[config.mk]
export PLATFORM = sky130hd
export DESIGN_NAME = read_address_traversal_flat
export DESIGN_NICKNAME = d
export VERILOG_FILES = /design/src/rtl/read_address_traversal_if.sv /design/src/rtl/read_address_traversal.sv /design/src/flat_wrapper.sv
export SDC_FILE = /design/constraint.sdc
export NUM_CORES = 1
export LEC_CHECK = 0
export ABC_AREA = 1
export ABC_CLOCK_PERIOD_IN_PS = 3800
export CORE_ASPECT_RATIO = 1.4
export CORE_UTILIZATION = 59
export CTS_CLUSTER_DIAMETER = 60
export DETAILED_ROUTE_END_ITERATION = 10
export PLACE_DENSITY = 0.95
export REMOVE_ABC_BUFFERS = 1
export SYNTH_ARGS = -nofsm -noshare
export SYNTH_HDL_FRONTEND = slang
export SYNTH_SLANG_ARGS = --single-unit
[constraint.sdc]
create_clock -name CLK -period 3.8 [get_ports CLK]
set_clock_uncertainty 0.05 [all_clocks]
set_input_delay 0.57 -clock CLK [delete_from_list [all_inputs] [get_ports CLK]]
set_output_delay 0.57 -clock CLK [all_outputs]
set_load 0.1 [all_outputs]
[src/rtl/read_address_traversal_if.sv]
// read_address_traversal_if
//   Bundles the signals of the read-side ring-buffer address generator.
//   Parameter ADDR_WIDTH: address bits per SRAM chip.
//   Signals:
//     W_NEXT         writer NEXT strobe (asynchronous to the clock)
//     R_NEXT         read request, sampled by the generator while idle
//     R_ADDRESS_OUT  current read address within the selected chip
//     R_CHIP_SELECT  current read chip (0/1)
//     R_ENABLE       SRAM read enable
//     R_DATA_VALID   one-cycle pulse when SRAM read data is valid
//     R_BUSY         a read sequence is in progress
//     EMPTY / FULL   occupancy is zero / equal to the buffer depth
//     OVERRUN        sticky flag: a write arrived while the buffer was full
//     OCCUPANCY      words written but not yet read
//   Modports: slave = the generator, master = the environment driving it.
interface read_address_traversal_if #(
  parameter int ADDR_WIDTH = 18
);
  logic                  W_NEXT;
  logic                  R_NEXT;
  logic [ADDR_WIDTH-1:0] R_ADDRESS_OUT;
  logic                  R_CHIP_SELECT;
  logic                  R_ENABLE;
  logic                  R_DATA_VALID;
  logic                  R_BUSY;
  logic                  EMPTY;
  logic                  FULL;
  logic                  OVERRUN;
  logic [ADDR_WIDTH+1:0] OCCUPANCY;

  modport slave (
    input  W_NEXT, R_NEXT,
    output R_ADDRESS_OUT, R_CHIP_SELECT, R_ENABLE, R_DATA_VALID,
           R_BUSY, EMPTY, FULL, OVERRUN, OCCUPANCY
  );

  modport master (
    output W_NEXT, R_NEXT,
    input  R_ADDRESS_OUT, R_CHIP_SELECT, R_ENABLE, R_DATA_VALID,
           R_BUSY, EMPTY, FULL, OVERRUN, OCCUPANCY
  );
endinterface

[src/rtl/read_address_traversal.sv]
// read_address_traversal
//   Read-side address generator for a two-chip SRAM ring buffer. The read
//   pointer {chip, address} walks the same order as the writer: the address
//   counts up and the chip select toggles when the address wraps. Writer NEXT
//   strobes are synchronised and counted to track occupancy; a small FSM runs
//   one SRAM read (SETUP, WAIT, SAMPLE, ADVANCE) per accepted request.
//   Ports:
//     CLK    system clock, all logic on the rising edge
//     RESET  synchronous active-high reset
//     bus    read_address_traversal_if.slave (see the interface for signals)
//   Parameters:
//     ADDR_WIDTH   address bits per chip; depth = 2^(ADDR_WIDTH+1) words
//     WAIT_CYCLES  cycles spent in WAIT for SRAM access time (0 allowed)
module read_address_traversal #(
  parameter int ADDR_WIDTH  = 18,
  parameter int WAIT_CYCLES = 2
) (
  input logic                      CLK,
  input logic                      RESET,
  read_address_traversal_if.slave  bus
);

  localparam int OW = ADDR_WIDTH + 2;
  localparam int PW = ADDR_WIDTH + 1;
  localparam int CW = (WAIT_CYCLES > 1) ? $clog2(WAIT_CYCLES + 1) : 1;
  localparam logic [OW-1:0] DEPTH = {2'b10, {ADDR_WIDTH{1'b0}}};

  typedef enum logic [2:0] {
    S_IDLE    = 3'd0,
    S_SETUP   = 3'd1,
    S_WAIT    = 3'd2,
    S_SAMPLE  = 3'd3,
    S_ADVANCE = 3'd4
  } state_t;

  state_t        state_reg, state_next;
  logic [CW-1:0] wait_cnt_reg, wait_cnt_next;
  logic [1:0]    w_sync_reg;
  logic          w_prev_reg;
  logic          write_evt;
  logic          read_evt;
  logic [PW-1:0] ptr_reg;
  logic [OW-1:0] occ_reg, occ_next;
  logic          overrun_reg, overrun_next;
  logic          empty;
  logic          full;
  logic          r_enable;
  logic          r_data_valid;
  logic          r_busy;

  // Two-flop synchroniser followed by a rising-edge detector on the
  // synchronised strobe; one write_evt per writer word.
  always_ff @(posedge CLK) begin
    if (RESET) begin
      w_sync_reg <= 2'b00;
      w_prev_reg <= 1'b0;
    end else begin
      w_sync_reg <= {w_sync_reg[0], bus.W_NEXT};
      w_prev_reg <= w_sync_reg[1];
    end
  end

  assign write_evt = w_sync_reg[1] & ~w_prev_reg;

  assign empty = (occ_reg == '0);
  assign full  = (occ_reg == DEPTH);

  // State register
  always_ff @(posedge CLK) begin
    if (RESET) begin
      state_reg    <= S_IDLE;
      wait_cnt_reg <= '0;
    end else begin
      state_reg    <= state_next;
      wait_cnt_reg <= wait_cnt_next;
    end
  end

  // Next-state logic
  always_comb begin
    state_next    = state_reg;
    wait_cnt_next = wait_cnt_reg;
    case (state_reg)
      S_IDLE: begin
        // Requests while empty are dropped, not remembered.
        if (bus.R_NEXT && !empty) begin
          state_next = S_SETUP;
        end
      end
      S_SETUP: begin
        wait_cnt_next = CW'(WAIT_CYCLES);
        state_next    = (WAIT_CYCLES == 0) ? S_SAMPLE : S_WAIT;
      end
      S_WAIT: begin
        wait_cnt_next = wait_cnt_reg - CW'(1);
        // <= keeps the FSM from sticking if the counter were ever 0 here.
        if (wait_cnt_reg <= CW'(1)) begin
          state_next = S_SAMPLE;
        end
      end
      S_SAMPLE:  state_next = S_ADVANCE;
      S_ADVANCE: state_next = S_IDLE;
      default:   state_next = S_IDLE;
    endcase
  end

  // Output logic
  always_comb begin
    r_enable     = 1'b0;
    r_data_valid = 1'b0;
    r_busy       = (state_reg != S_IDLE);
    read_evt     = 1'b0;
    case (state_reg)
      S_SETUP:   r_enable = 1'b1;
      S_WAIT:    r_enable = 1'b1;
      S_SAMPLE: begin
        r_enable     = 1'b1;
        r_data_valid = 1'b1;
      end
      S_ADVANCE: read_evt = 1'b1;
      default: ;
    endcase
  end

  // The pointer is one counter {chip, address}: the carry out of the address
  // field is exactly the chip toggle at wrap, and the whole counter wraps
  // from chip 1 all-ones back to chip 0 address 0.
  always_ff @(posedge CLK) begin
    if (RESET) begin
      ptr_reg <= '0;
    end else if (read_evt) begin
      ptr_reg <= ptr_reg + PW'(1);
    end
  end

  // Occupancy: simultaneous write and read cancel, so no overrun is flagged
  // even when full. A lone write while full is dropped and flagged.
  always_comb begin
    occ_next     = occ_reg;
    overrun_next = overrun_reg;
    if (write_evt && !read_evt) begin
      if (full) begin
        overrun_next = 1'b1;
      end else begin
        occ_next = occ_reg + OW'(1);
      end
    end else if (read_evt && !write_evt) begin
      if (!empty) begin
        occ_next = occ_reg - OW'(1);
      end
    end
  end

  always_ff @(posedge CLK) begin
    if (RESET) begin
      occ_reg     <= '0;
      overrun_reg <= 1'b0;
    end else begin
      occ_reg     <= occ_next;
      overrun_reg <= overrun_next;
    end
  end

  assign bus.R_ADDRESS_OUT = ptr_reg[ADDR_WIDTH-1:0];
  assign bus.R_CHIP_SELECT = ptr_reg[ADDR_WIDTH];
  assign bus.R_ENABLE      = r_enable;
  assign bus.R_DATA_VALID  = r_data_valid;
  assign bus.R_BUSY        = r_busy;
  assign bus.EMPTY         = empty;
  assign bus.FULL          = full;
  assign bus.OVERRUN       = overrun_reg;
  assign bus.OCCUPANCY     = occ_reg;

endmodule

[src/flat_wrapper.sv]
// flat-port wrapper written by rule: the top's interface ports become plain ports
module read_address_traversal_flat 
#(
  parameter int ADDR_WIDTH  = 18,
  parameter int WAIT_CYCLES = 2
)
  (CLK, RESET, bus_W_NEXT, bus_R_NEXT, bus_R_ADDRESS_OUT, bus_R_CHIP_SELECT, bus_R_ENABLE, bus_R_DATA_VALID, bus_R_BUSY, bus_EMPTY, bus_FULL, bus_OVERRUN, bus_OCCUPANCY);
  read_address_traversal_if #(.ADDR_WIDTH(ADDR_WIDTH)) bus_i ();
  input logic CLK;
  input logic RESET;
  input wire logic [$bits(bus_i.W_NEXT)-1:0] bus_W_NEXT;
  input wire logic [$bits(bus_i.R_NEXT)-1:0] bus_R_NEXT;
  output wire logic [$bits(bus_i.R_ADDRESS_OUT)-1:0] bus_R_ADDRESS_OUT;
  output wire logic [$bits(bus_i.R_CHIP_SELECT)-1:0] bus_R_CHIP_SELECT;
  output wire logic [$bits(bus_i.R_ENABLE)-1:0] bus_R_ENABLE;
  output wire logic [$bits(bus_i.R_DATA_VALID)-1:0] bus_R_DATA_VALID;
  output wire logic [$bits(bus_i.R_BUSY)-1:0] bus_R_BUSY;
  output wire logic [$bits(bus_i.EMPTY)-1:0] bus_EMPTY;
  output wire logic [$bits(bus_i.FULL)-1:0] bus_FULL;
  output wire logic [$bits(bus_i.OVERRUN)-1:0] bus_OVERRUN;
  output wire logic [$bits(bus_i.OCCUPANCY)-1:0] bus_OCCUPANCY;
  assign bus_i.W_NEXT = bus_W_NEXT;
  assign bus_i.R_NEXT = bus_R_NEXT;
  assign bus_R_ADDRESS_OUT = bus_i.R_ADDRESS_OUT;
  assign bus_R_CHIP_SELECT = bus_i.R_CHIP_SELECT;
  assign bus_R_ENABLE = bus_i.R_ENABLE;
  assign bus_R_DATA_VALID = bus_i.R_DATA_VALID;
  assign bus_R_BUSY = bus_i.R_BUSY;
  assign bus_EMPTY = bus_i.EMPTY;
  assign bus_FULL = bus_i.FULL;
  assign bus_OVERRUN = bus_i.OVERRUN;
  assign bus_OCCUPANCY = bus_i.OCCUPANCY;
  read_address_traversal #(.ADDR_WIDTH(ADDR_WIDTH), .WAIT_CYCLES(WAIT_CYCLES)) u_core (.CLK(CLK), .RESET(RESET), .bus(bus_i));
endmodule
==> flow_summary.json <==
{
  "status": "completed",
  "first_iter_violations": 141,
  "setup_viol": 0,
  "power_density_mw_per_mm2": 530.2,
  "grt_pass1_wl_um": 13940,
  "crit_required_ns": 4.00,
  "wl_um": 8335,
  "initial_core_util": 0.6165,
  "track_usage": 0.3068,
  "fmax_mhz": 329.7,
  "clkPwrFrac": 0.171,
  "gp_congestion": 0.9768,
  "internal_power_mw": 1.002,
  "clock-sinks": 48,
  "ys_seq_elements": 48,
  "critPathKind": "reg2reg",
  "m1WireLength_um": 3214,
  "cp-start-kind": "register",
  "crit_path_end_kind": "register",
  "multi_input_area_mm2": 0.001954,
  "antenna_left": 0,
  "worstMarginPinSlew_ns": 1.006,
  "maxSlewHeadroom": 0.3271,
  "die_h_um": 89.20,
  "cts_tree": "built",
  "drive_gt1_frac": 0.03750,
  "dp_hpwl_um": 6279,
  "p_leak_nw": 1.790,
  "die_w_um": 64.29,
  "grt_pass1_vias": 3373,
  "portBuffers": 48,
  "rsz0062_at_grt": "false",
  "pwr-share-comb": 0.540,
  "grt_max_degree": 26,
  "finalCriticalPeriod_ns": 3.033,
  "vdd_ir_drop_max_mv": 0.3087,
  "crit_path_max_fanout": 19,
  "cts_hold_buf": 0,
  "routed_via_density": 5.569,
  "syn_inst": 510,
  "largest_register_ffs": 20,
  "cts_resized": 0,
  "power_switching_mw": 1.032,
  "cap_violations": 0,
  "clock_latency_ns": 0.31,
  "route.met3.wl_um": 474,
  "yosysTopAreaCell": "dfxtp_1",
  "num_rows": 31,
  "top_layer": "met4",
  "arrival_ns": 3.23,
  "cts_setup_buffers": 0,
  "routedWlPerCell_um": 13.31,
  "swShare": 0.5072,
  "clockBufferDepth": 2,
  "diodes": 0,
  "syn_avg_cell_area_um2": 6.283,
  "final_nets": 585,
  "grt-ovfl-total": 0,
  "dr.pass1.iters": 6,
  "regArea_um2": 960.9,
  "tns_ns": 0,
  "root_buffer": "clkbuf_8",
  "dr_total_vias": 3486,
  "cts_made_buffers": 5,
  "fill_cells": 431,
  "synth_cell_type_count": 28,
  "finalMaxSlewViolations": 0,
  "synth_area_leaders": "dfxtp_1, nand2_1, nor2_1, ha_1, inv_1",
  "cts_max_level": 2,
  "synthToLayoutAreaGrowth_pct": 19.72,
  "clk_pin_slew_ns": 0.10,
  "dieArea_mm2": 0.005734,
  "hold_viol_final": 0,
  "fin_crit_sh": 0.7982,
  "finalPower_mw": 2.034,
  "synth_warnings": 0,
  "met2WireLength_um": 4282,
  "core_area_mm2": 0.005197,
  "yosysSeqAreaShare": 0.2999,
  "io_pins": 49,
  "netlist_area_mm2": 0.003204,
  "seq_power_share": 0.289,
  "drc_errors": 0,
  "antenna_found_initial": 0,
  "min_path_type": "reg2reg",
  "yosys.area.top_type_share": 0.2999
}
[critical path, cell delays in order (launching register included)]
cell and delay (ns):
dfxtp_1 0.34, nor2_2 0.21, nand2_4 0.15, ha_1 0.25, inv_1 0.51, ha_1 0.40
nand2_1 0.17, inv_1 0.06, a21oi_1 0.20, nand3_1 0.18, nand2_1 0.14, nand3_1 0.08
nand2_1 0.08, nor2_1 0.05, nor2_1 0.09
[metrics by stage]
stage / instance area (um^2) / utilization / hold WS, ns / setup slack (ns) / cells
after floorplan: 3163 / - / 0.3383 / 0.6887 / 502
after global placement: 3736 / 0.7188 / 0.3547 / 0.9451 / 618
after detailed placement: 3736 / 0.7188 / 0.3539 / 0.8218 / 618
after CTS: 3836 / 0.7381 / 0.3670 / 0.7866 / 626
after global routing: 3836 / 0.7381 / 0.3953 / 0.5698 / 626
final: 3836 / 0.7381 / 0.3695 / 0.7670 / 626
[cells in the mapped netlist, drive strengths merged]
library cell	count
nor3	17
ha	21
nand2	133
nand3	30
nor2	87
nand3b	4
fa	1
o21bai	2
buf	4
clkbuf	4
and2	1
dfxtp	48
o21a	1
xnor2	1
a31oi	1
nand4	4
o21ai	30
inv	66
xor2	10
a21oi	44
nor3b	1
[layer usage]
metal / up-vias / global-route usage
li1: 1738 / -
met1: 1594 / 0.3148
met2: 119 / 0.5675
met3: 35 / 0.06122
met4: 0 / 0.1939
met5: - / 0
[cell usage in the layout (no fill, tap or decap)]
cell type,Yosys,final
xnor2_1,1,1
a21oi_1,44,44
inv_2,1,1
fa_1,1,1
ha_1,21,21
dfxtp_1,48,48
o21bai_1,2,2
clkdlybuf4s50_1,0,46
nand2_4,1,1
inv_6,0,2
nand3_2,3,3
nand3_1,27,27
nand2_1,132,132
nor2_4,1,1
nor3b_1,1,1
nor3_4,1,1
nor3_1,16,16
nor2_2,2,2
xor2_1,10,10
nor2_1,84,84
o21ai_0,30,30
nand3b_1,4,4
buf_4,0,4
nand4_1,4,4
inv_1,65,65
o21a_1,1,1
a31oi_1,1,1
and2_1,1,1
clkbuf_8,0,6
[path summary, 6_finish.rpt]
check                       start                  endpoint  slack, ns  depth (start not counted)
max           u_core.state_reg[0]  u_core.bus.OCCUPANCY[17]       0.77                         14
min          u_core.w_sync_reg[0]      u_core.w_sync_reg[1]       0.37                          2
max reg2reg   u_core.state_reg[0]  u_core.bus.OCCUPANCY[17]       0.77                         14
min reg2reg  u_core.w_sync_reg[0]      u_core.w_sync_reg[1]       0.37                          2
[cells by family (layout without fill, tap and decap cells)]
family / Yosys count / in the layout / share of synthesized area
AOI/OAI and AO/OA: 78 / 78 / 0.1246
xor gates and xnor gates: 11 / 11 / 0.03007
adders and majority gates: 22 / 22 / 0.08825
buffers and inverters: 74 / 124 / 0.09019
DFF: 48 / 48 / 0.2999
and+or+nand+nor: 277 / 277 / 0.3670
[power groups by stage]
stage | combinational, mW | clock (mW) | sequential [mW]
after floorplan | 0.651 | 0 | 0.793
after global placement | 1.06 | 0 | 0.597
after detailed placement | 1.08 | 0 | 0.599
after CTS | 1.09 | 0.346 | 0.587
after global routing | 1.19 | 0.371 | 0.594
final | 1.10 | 0.349 | 0.588
[layout make-up]
class                   count  area share
well taps                  66     0.02153
clock inverters             2    0.004566
multi-input cells         388      0.5095
repair buffers             50      0.1279
flip-flops and latches     48      0.2505
inverters                  66     0.06458
clock buffers               6     0.02153
Power figures use the tool's default switching activity.
